==> src/rtl/register_bank_if.sv <==
// Bus bundle for register_bank: two combinational read ports, two write ports and the Busy flag.
// The master side drives addresses and write data. The slave side, which is the register bank, returns read data and Busy.
interface register_bank_if #(
    parameter int WIDTH = 32,
    parameter int DEPTH = 32
);
    localparam int AW = $clog2(DEPTH);

    logic [AW-1:0]    A1;
    logic [AW-1:0]    A2;
    logic [WIDTH-1:0] RD1;
    logic [WIDTH-1:0] RD2;
    logic             WE3;
    logic [AW-1:0]    A3;
    logic [WIDTH-1:0] WD3;
    logic             WE4;
    logic [AW-1:0]    A4;
    logic [WIDTH-1:0] WD4;
    logic             Busy;

    modport master (
        output A1, A2, WE3, A3, WD3, WE4, A4, WD4,
        input  RD1, RD2, Busy
    );

    modport slave (
        input  A1, A2, WE3, A3, WD3, WE4, A4, WD4,
        output RD1, RD2, Busy
    );
endinterface

==> src/rtl/register_bank.sv <==
// Multi-port register bank: 2 combinational read ports and 2 write ports. Reset starts a clear sequence that writes 0 to every entry, one entry per clock.
// Optional macro REGISTER_BANK_BYPASS_EN forwards same-cycle write data to the read ports.
module register_bank #(
    parameter int WIDTH    = 32,
    parameter int DEPTH    = 32,
    parameter bit ZERO_REG = 1
) (
    input  logic            Clk,
    input  logic            Rst,
    register_bank_if.slave  bus
);
    localparam int AW = $clog2(DEPTH);
    localparam int PW = AW + 1;

    localparam logic [PW-1:0] ST_CLEAR = PW'(0);
    localparam logic [PW-1:0] ST_IDLE  = PW'(1);
    localparam logic [PW-1:0] DEPTH_W  = PW'(DEPTH);
    localparam logic [PW-1:0] LAST_PTR = PW'(DEPTH - 1);

    logic [PW-1:0]    state_q, state_d;
    logic [PW-1:0]    ptr_q, ptr_d;
    logic             busy, clr_en, wr_en;
    logic             we3_ok, we4_ok;
    logic [WIDTH-1:0] mem_rd [DEPTH];
    logic [AW-1:0]    rd_addr [2];
    logic [WIDTH-1:0] rd_data [2];

    // A legal address is within range and is not the hardwired zero register.
    function automatic logic addr_ok(input logic [AW-1:0] a);
        return ({1'b0, a} < DEPTH_W) && !(ZERO_REG && (a == '0));
    endfunction

    always_ff @(posedge Clk) begin
        if (Rst) begin
            state_q <= ST_CLEAR;
            ptr_q   <= '0;
        end else begin
            state_q <= state_d;
            ptr_q   <= ptr_d;
        end
    end

    always_comb begin
        state_d = state_q;
        ptr_d   = ptr_q;
        case (state_q)
            ST_CLEAR: begin
                ptr_d = ptr_q + PW'(1);
                if (ptr_q == LAST_PTR) begin
                    state_d = ST_IDLE;
                end
            end
            ST_IDLE: begin
                state_d = ST_IDLE;
            end
            default: begin
                state_d = ST_CLEAR;
                ptr_d   = '0;
            end
        endcase
    end

    // Rst at an edge suppresses every memory write on that edge, including the clear write.
    always_comb begin
        busy   = (state_q != ST_IDLE);
        clr_en = (state_q == ST_CLEAR) && !Rst;
        wr_en  = (state_q == ST_IDLE) && !Rst;
    end

    assign we3_ok = wr_en && bus.WE3 && addr_ok(bus.A3);
    assign we4_ok = wr_en && bus.WE4 && addr_ok(bus.A4);

    generate
        for (genvar gi = 0; gi < DEPTH; gi++) begin : g_word
            logic [WIDTH-1:0] word_q, word_d;

            // If both write ports target this entry, port 4 has priority.
            always_comb begin
                word_d = word_q;
                if (clr_en && (ptr_q == PW'(gi))) begin
                    word_d = '0;
                end else if (we4_ok && (bus.A4 == AW'(gi))) begin
                    word_d = bus.WD4;
                end else if (we3_ok && (bus.A3 == AW'(gi))) begin
                    word_d = bus.WD3;
                end
            end

            always_ff @(posedge Clk) begin
                word_q <= word_d;
            end

            assign mem_rd[gi] = word_q;
        end
    endgenerate

    assign rd_addr[0] = bus.A1;
    assign rd_addr[1] = bus.A2;

    generate
        for (genvar gi = 0; gi < 2; gi++) begin : g_read
            always_comb begin
                rd_data[gi] = '0;
                if (!busy && !Rst && addr_ok(rd_addr[gi])) begin
                    rd_data[gi] = mem_rd[rd_addr[gi]];
`ifdef REGISTER_BANK_BYPASS_EN
                    if (we4_ok && (bus.A4 == rd_addr[gi])) begin
                        rd_data[gi] = bus.WD4;
                    end else if (we3_ok && (bus.A3 == rd_addr[gi])) begin
                        rd_data[gi] = bus.WD3;
                    end
`else
                    // Without forwarding, a read returns the old data until the write edge.
`endif
                end
            end
        end
    endgenerate

    assign bus.RD1  = rd_data[0];
    assign bus.RD2  = rd_data[1];
    assign bus.Busy = busy;
endmodule

==> src/flat_wrapper.sv <==
// flat-port wrapper written by rule: the top's interface ports become plain ports
module register_bank_flat 
#(
    parameter int WIDTH    = 32,
    parameter int DEPTH    = 32,
    parameter bit ZERO_REG = 1
)
  (Clk, Rst, bus_A1, bus_A2, bus_WE3, bus_A3, bus_WD3, bus_WE4, bus_A4, bus_WD4, bus_RD1, bus_RD2, bus_Busy);
  register_bank_if #(.WIDTH(WIDTH), .DEPTH(DEPTH)) bus_i ();
  input  logic Clk;
  input  logic Rst;
  input wire logic [$bits(bus_i.A1)-1:0] bus_A1;
  input wire logic [$bits(bus_i.A2)-1:0] bus_A2;
  input wire logic [$bits(bus_i.WE3)-1:0] bus_WE3;
  input wire logic [$bits(bus_i.A3)-1:0] bus_A3;
  input wire logic [$bits(bus_i.WD3)-1:0] bus_WD3;
  input wire logic [$bits(bus_i.WE4)-1:0] bus_WE4;
  input wire logic [$bits(bus_i.A4)-1:0] bus_A4;
  input wire logic [$bits(bus_i.WD4)-1:0] bus_WD4;
  output wire logic [$bits(bus_i.RD1)-1:0] bus_RD1;
  output wire logic [$bits(bus_i.RD2)-1:0] bus_RD2;
  output wire logic [$bits(bus_i.Busy)-1:0] bus_Busy;
  assign bus_i.A1 = bus_A1;
  assign bus_i.A2 = bus_A2;
  assign bus_i.WE3 = bus_WE3;
  assign bus_i.A3 = bus_A3;
  assign bus_i.WD3 = bus_WD3;
  assign bus_i.WE4 = bus_WE4;
  assign bus_i.A4 = bus_A4;
  assign bus_i.WD4 = bus_WD4;
  assign bus_RD1 = bus_i.RD1;
  assign bus_RD2 = bus_i.RD2;
  assign bus_Busy = bus_i.Busy;
  register_bank #(.WIDTH(WIDTH), .DEPTH(DEPTH), .ZERO_REG(ZERO_REG)) u_core (.Clk(Clk), .Rst(Rst), .bus(bus_i));
endmodule
==> config.mk <==
export PLATFORM = sky130hd
export DESIGN_NAME = register_bank_flat
export DESIGN_NICKNAME = d
export VERILOG_FILES = /design/src/rtl/register_bank_if.sv /design/src/rtl/register_bank.sv /design/src/flat_wrapper.sv
export SDC_FILE = /design/constraint.sdc
export NUM_CORES = 2
export LEC_CHECK = 0
export BUFFER_PORTS_ARGS = -buffer_cell sky130_fd_sc_hd__buf_2
export CAP_MARGIN = 25
export CORE_UTILIZATION = 30
export DETAILED_ROUTE_END_ITERATION = 16
export PLACE_DENSITY_LB_ADDON = 0.08
export SYNTH_ARGS = -nofsm -noshare
export SYNTH_HDL_FRONTEND = slang
export SYNTH_SLANG_ARGS = --single-unit
==> constraint.sdc <==
create_clock -name Clk -period 3.1 [get_ports Clk]
set_input_delay 0.155 -clock Clk [delete_from_list [all_inputs] [get_ports Clk]]
set_output_delay 0.155 -clock Clk [all_outputs]
set_load 0.02 [all_outputs]
Word level (Yosys, flattened, before mapping) --
Cells that the tools add are included.
Storage, ports and cells: memory bits (read-only) 0, memories kept 0, register bits 1036, word-level logic and storage cells 359, bits of input ports 88, bits in latches 0, bits in writable memories 0
Cells by class: reductions and logical operators 149, bitwise logic cells 2, eq/ne operators 96, $lt $le $gt $ge 2, multipliers 0, divide/modulo/power cells 0, muxes and demuxes 75, add/sub/neg operators 1, shift operators 0
Operators by type and width (count):
- $mux 32 | 70
- $bmux 32 s5 | 2
- $eq 5x5->1 const B | 32
- $logic_and 1x1->1 | 105
- $eq 6x5->1 const B | 16
- $eq 5x4->1 const B | 16
- $reduce_bool 2->1 | 32
- $eq 6x4->1 const B | 8
- $eq 5x3->1 const B | 8
- $eq 6x3->1 const B | 4
- $pmux 6 s2 | 2
- $eq 5x2->1 const B | 4
- $logic_not 5->1 | 4
- $eq 6x1->1 const B | 2
- $eq 6x2->1 const B | 2
- $ge 6x6->1 const B | 2
- $logic_not 6->1 | 2
- $not 5->6 | 2
- $eq 5x1->1 const B | 2
- $add 6x1->6 const B | 1
- $logic_not 1->1 | 6
- $mux 6 | 1
- $ne 6x1->1 const B | 1
- $ne 2x2->1 const B | 1

Longest topological paths before layout --
depth in word-level cells 7, depth in mapped cells 8

Worst setup path before layout --
OpenSTA, ideal clock, no wires.
path type input to output, start input port bus_A1[1], end output port bus_RD1[21], path slack 1184 ps, data arrival time 1761 ps, buffers on the path 3, data required time 2945 ps, cell stages on the path 7, cells stage by stage clkbuf_1 > buf_1 > buf_2 > mux4_2 > mux2_2 > nand2_1 > nand4_1
Between the ends: longest elaborated chain between the ends 5
Ends and longest elaborated chain:
- from (decl) | RTL line flat_wrapper.sv:12 | input wire logic [$bits(bus_i.A1)-1:0] bus_A1;
- $not 5->6 (implied by the code) | RTL line register_bank.sv:105 | rd_data[gi] = mem_rd[rd_addr[gi]];
- $bmux 32 s5 | RTL line register_bank.sv:105
- $mux 32 (implied by the code) (2 in a row) | RTL line register_bank.sv:105
- $mux 32 (*) | RTL line register_bank.sv:104 | if (!busy && !Rst && addr_ok(rd_addr[gi])) begin
- to (decl) | RTL line flat_wrapper.sv:20 | output wire logic [$bits(bus_i.RD1)-1:0] bus_RD1;
Mark *: on every way between the ends. The rest lies on a longest branch, timed or not. The select of a mux whose other input is x is not followed.

Worst setup path after layout --
start register u_core.state_q[0], end output port bus_RD1[15]
Between the ends: longest elaborated chain between the ends 5
Ends and longest elaborated chain:
- from (decl) | RTL line register_bank.sv:20 | logic [PW-1:0] state_q, state_d;
- from (signal assigned) | RTL line register_bank.sv:38 | state_q <= state_d;
- $ne 6x1->1 | RTL line register_bank.sv:65 | busy = (state_q != ST_IDLE);
- $logic_not 1->1 | RTL line register_bank.sv:104
- $logic_and 1x1->1 (2 in a row) | RTL line register_bank.sv:104
- $mux 32 | RTL line register_bank.sv:104
Every way passes these cells.

==> out/results.txt <==
number of synthesized flops with an enable pin: 0
Num CTS Buffers: 133
multi-input logic area: 37850 µm²
core area: 203100 µm²
Fin. Hold Viols: 0
relative slew slack: 0.2681
GP Congestion: 1.008
DR pass1 iterations: 8
post-DP HPWL: 206200 µm
synthesis-to-layout area growth: 14.64%
Reg power frac: 0.419
HP Start: bus_WD3[8]
FF-to-FF Start: u_core.ptr_q[2]
min-delay worst type: in2reg
Final setup viols: 0
H-tree depth: 4
crit-path max FO: 8
Clock Sinks: 1031
Worst Clk Skew: 0.01760 ns
clk slew on worst S/H paths: 0.06 ns
Avg Vias per Cell: 6.113
RSZ-0062 raised after global routing: true
leak pwr: 25.84 nW
share of layout cells above drive strength 1: 0.1450
Total GRT Usage: 0.3107
commonest cells after routing, fill and taps aside: nand2_1 (1475), mux2i_1 (1057), dfxtp_1 (1031), o21ai_0 (704), a31oi_1 (704)
Design Area, Final: 70640 µm²
Syn. warnings: 0
pre-CTS setup slack: 0.2610 ns
Post-Syn Area: 61620 µm²
Final period util: 0.9956
WL/cell: 33.27 µm
fmax: 324.0 MHz
PortBufs: 152
Slew Viols, Final: 0
Synth Register Bits: 1031
chip height: 455.2 µm
Initial Util: 0.3033
Die Wd: 455.2 µm
Post-DP Area: 65880 µm²
Slew @ Worst Pin: 1.098 ns
fin nets: 7322
crit start category: register
# IOs: 153
Clk pwr share: 0.492
CTS Root Cell: clkbuf_16
CTS tree: yes
ys flop type: dfxtp_1
Worst EP required: 2.94 ns
fillcell total: 20900
DRC: 0
Syn Inst Count: 7530
Net Switching: 8.800 mW
die area: 207200 µm²
Mapped Nets: 7622
total grt overflow: 0
largest net degree at the start of global routing: 78
commonest non-fill, non-tap cell in the layout: nand2_1
status: completed
total number of vias: 61160
final wirelength: 332900 µm
post-synthesis sequential area ratio: 0.3350
Worst Setup Path Type: reg2out
post-layout minimum cycle time: 3.086 ns
first-pass GRT wire length: 460600 µm
Netlist cell types: 41
net switching fraction of the power: 0.2725
Internal Power: 23.49 mW
vias in the first global route: 57310
ys async rst share: 0
pwr/cell area: 457.1 nW/µm²
Syn Area/Cell: 8.183 µm²
CTS Buffer Depth: 3
DRT iter0 DRCs: 7063
Max VDD drop: 0.5652 mV
Clk Latency, worst-skew pair: 0.78 ns
combinational share of power: 0.090
FF/Latch Area: 20640 µm²
DRT antenna net count: 0
PnR worst setup slack: 0.01358 ns
row count: 165
Max-Cap Viols: 0
initial antenna violation count: 23
crit path DAT: 2.93 ns
critical path startpoint: u_core.state_q[0]
crit end category: output port
==> path summary, 6_finish.rpt <==
path                            slack (ns)                            to  cells after the start
worst min-delay path                  0.04   u_core.g_word[20].word_q[8]                      3
worst min register to register        0.48    u_core.g_word[0].word_q[1]                      1
worst max register to register        0.38  u_core.g_word[14].word_q[21]                      6
worst max-delay path                  0.01                   bus_RD1[15]                      6
==> repair_timing <==
action	4_1_cts	5_1_grt
pin swaps	8	3
buffers inserted	2	3
resized for setup	10	8
hold buffers	26	1
gates cloned	0	2
setup endpoints to repair	34	11
hold endpoints to repair	257	7
==> Yosys cell counts, drive strengths merged (2+ instances only) <==
master / n / area (µm²)
nand2b: 5 / 31.28
a31oi: 704 / 4404
xor2: 4 / 35.03
ha: 4 / 50.05
mux2: 64 / 720.7
nor4: 3 / 25.02
nand2: 1475 / 5537
a211oi: 288 / 2613
buf: 227 / 1272
nor4bb: 5 / 50.05
o21ai: 704 / 3523
nor2: 304 / 1141
mux2i: 1057 / 10580
and2: 42 / 262.8
mux4: 128 / 2883
nand4b: 2 / 32.53
clkbuf: 692 / 2601
and4b: 3 / 30.03
nor2b: 15 / 93.84
and3: 16 / 100.1
dfxtp: 1031 / 20640
nor3: 27 / 237.7
nor3b: 4 / 30.03
nand4: 78 / 488.0
a22oi: 384 / 2883
inv: 3 / 11.26
nand3: 257 / 1306
==> registers in the layout (all words and copies together), names as in the netlist <==
signal	cells
u_core.ptr_q	6
u_core.state_q	1
u_core.g_word.word_q	1024
==> metal layers <==
metal	GRT usage	wire length (µm)	part of all wire	up-vias
met5	0	29	0.000087	-
met4	0.1716	19910	0.060	4
met3	0.05463	25690	0.077	671
met2	0.4863	148000	0.44	3063
met1	0.4035	139300	0.42	30550
li1	-	-	-	26870
==> cell type report <==
type                            count  area share
Timing Repair Buffer              484     0.06389
Antenna cell                       10   0.0003542
Clock buffer                      200     0.05526
Tap cell                         2672     0.04733
Sequential cell                  1031      0.2922
Clock inverter                     28    0.005013
Multi-Input combinational cell   5577      0.5358
Inverter                            3   0.0001594
==> per-stage QoR <==
stage | setup TNS [ns] | hold WS (ns) | power, mW | instances | utilization
2_1_floorplan | 0 | 0.3376 | 15.40 | 7530 | -
3_3_place_gp | 0 | 0.4575 | 16.60 | 9731 | 0.3243
3_5_place_dp | 0 | 0.4644 | 16.62 | 9731 | 0.3243
4_1_cts | -0.004662 | 0.0008200 | 32.46 | 9987 | 0.3468
5_1_grt | -0.03261 | 0.02953 | 33.12 | 10000 | 0.3477
6_report | 0 | 0.04017 | 32.29 | 10010 | 0.3477
==> critical path, stage by stage (launching register included) <==
cell     delay [ns]
dfxtp_1        0.40
nor2b_2        0.23
and3_4         0.27
buf_4          0.23
nand3_1        0.30
nand4_1        0.45
buf_2          0.26
==> power groups by stage <==
stage | Clock (mW) | Combinational (mW) | Sequential, mW
detailed placement | 0 | 2.81 | 13.8
CTS | 16.1 | 2.85 | 13.5
global route | 16.6 | 2.98 | 13.5
finish | 15.9 | 2.89 | 13.5
global placement | 0 | 2.80 | 13.8
floorplan | 0 | 1.63 | 13.8
==> cell families after synthesis <==
kind of cell / share of synthesized area
and+or+nand+nor: 0.1524
AOI/OAI and AO/OA: 0.2178
muxes: 0.2302
DFF: 0.3350
buffers and inverters: 0.06305
xor gates and xnor gates: 0.0007107
adders and majority gates: 0.0008123
Note: power is estimated with default switching activity, not from simulation.
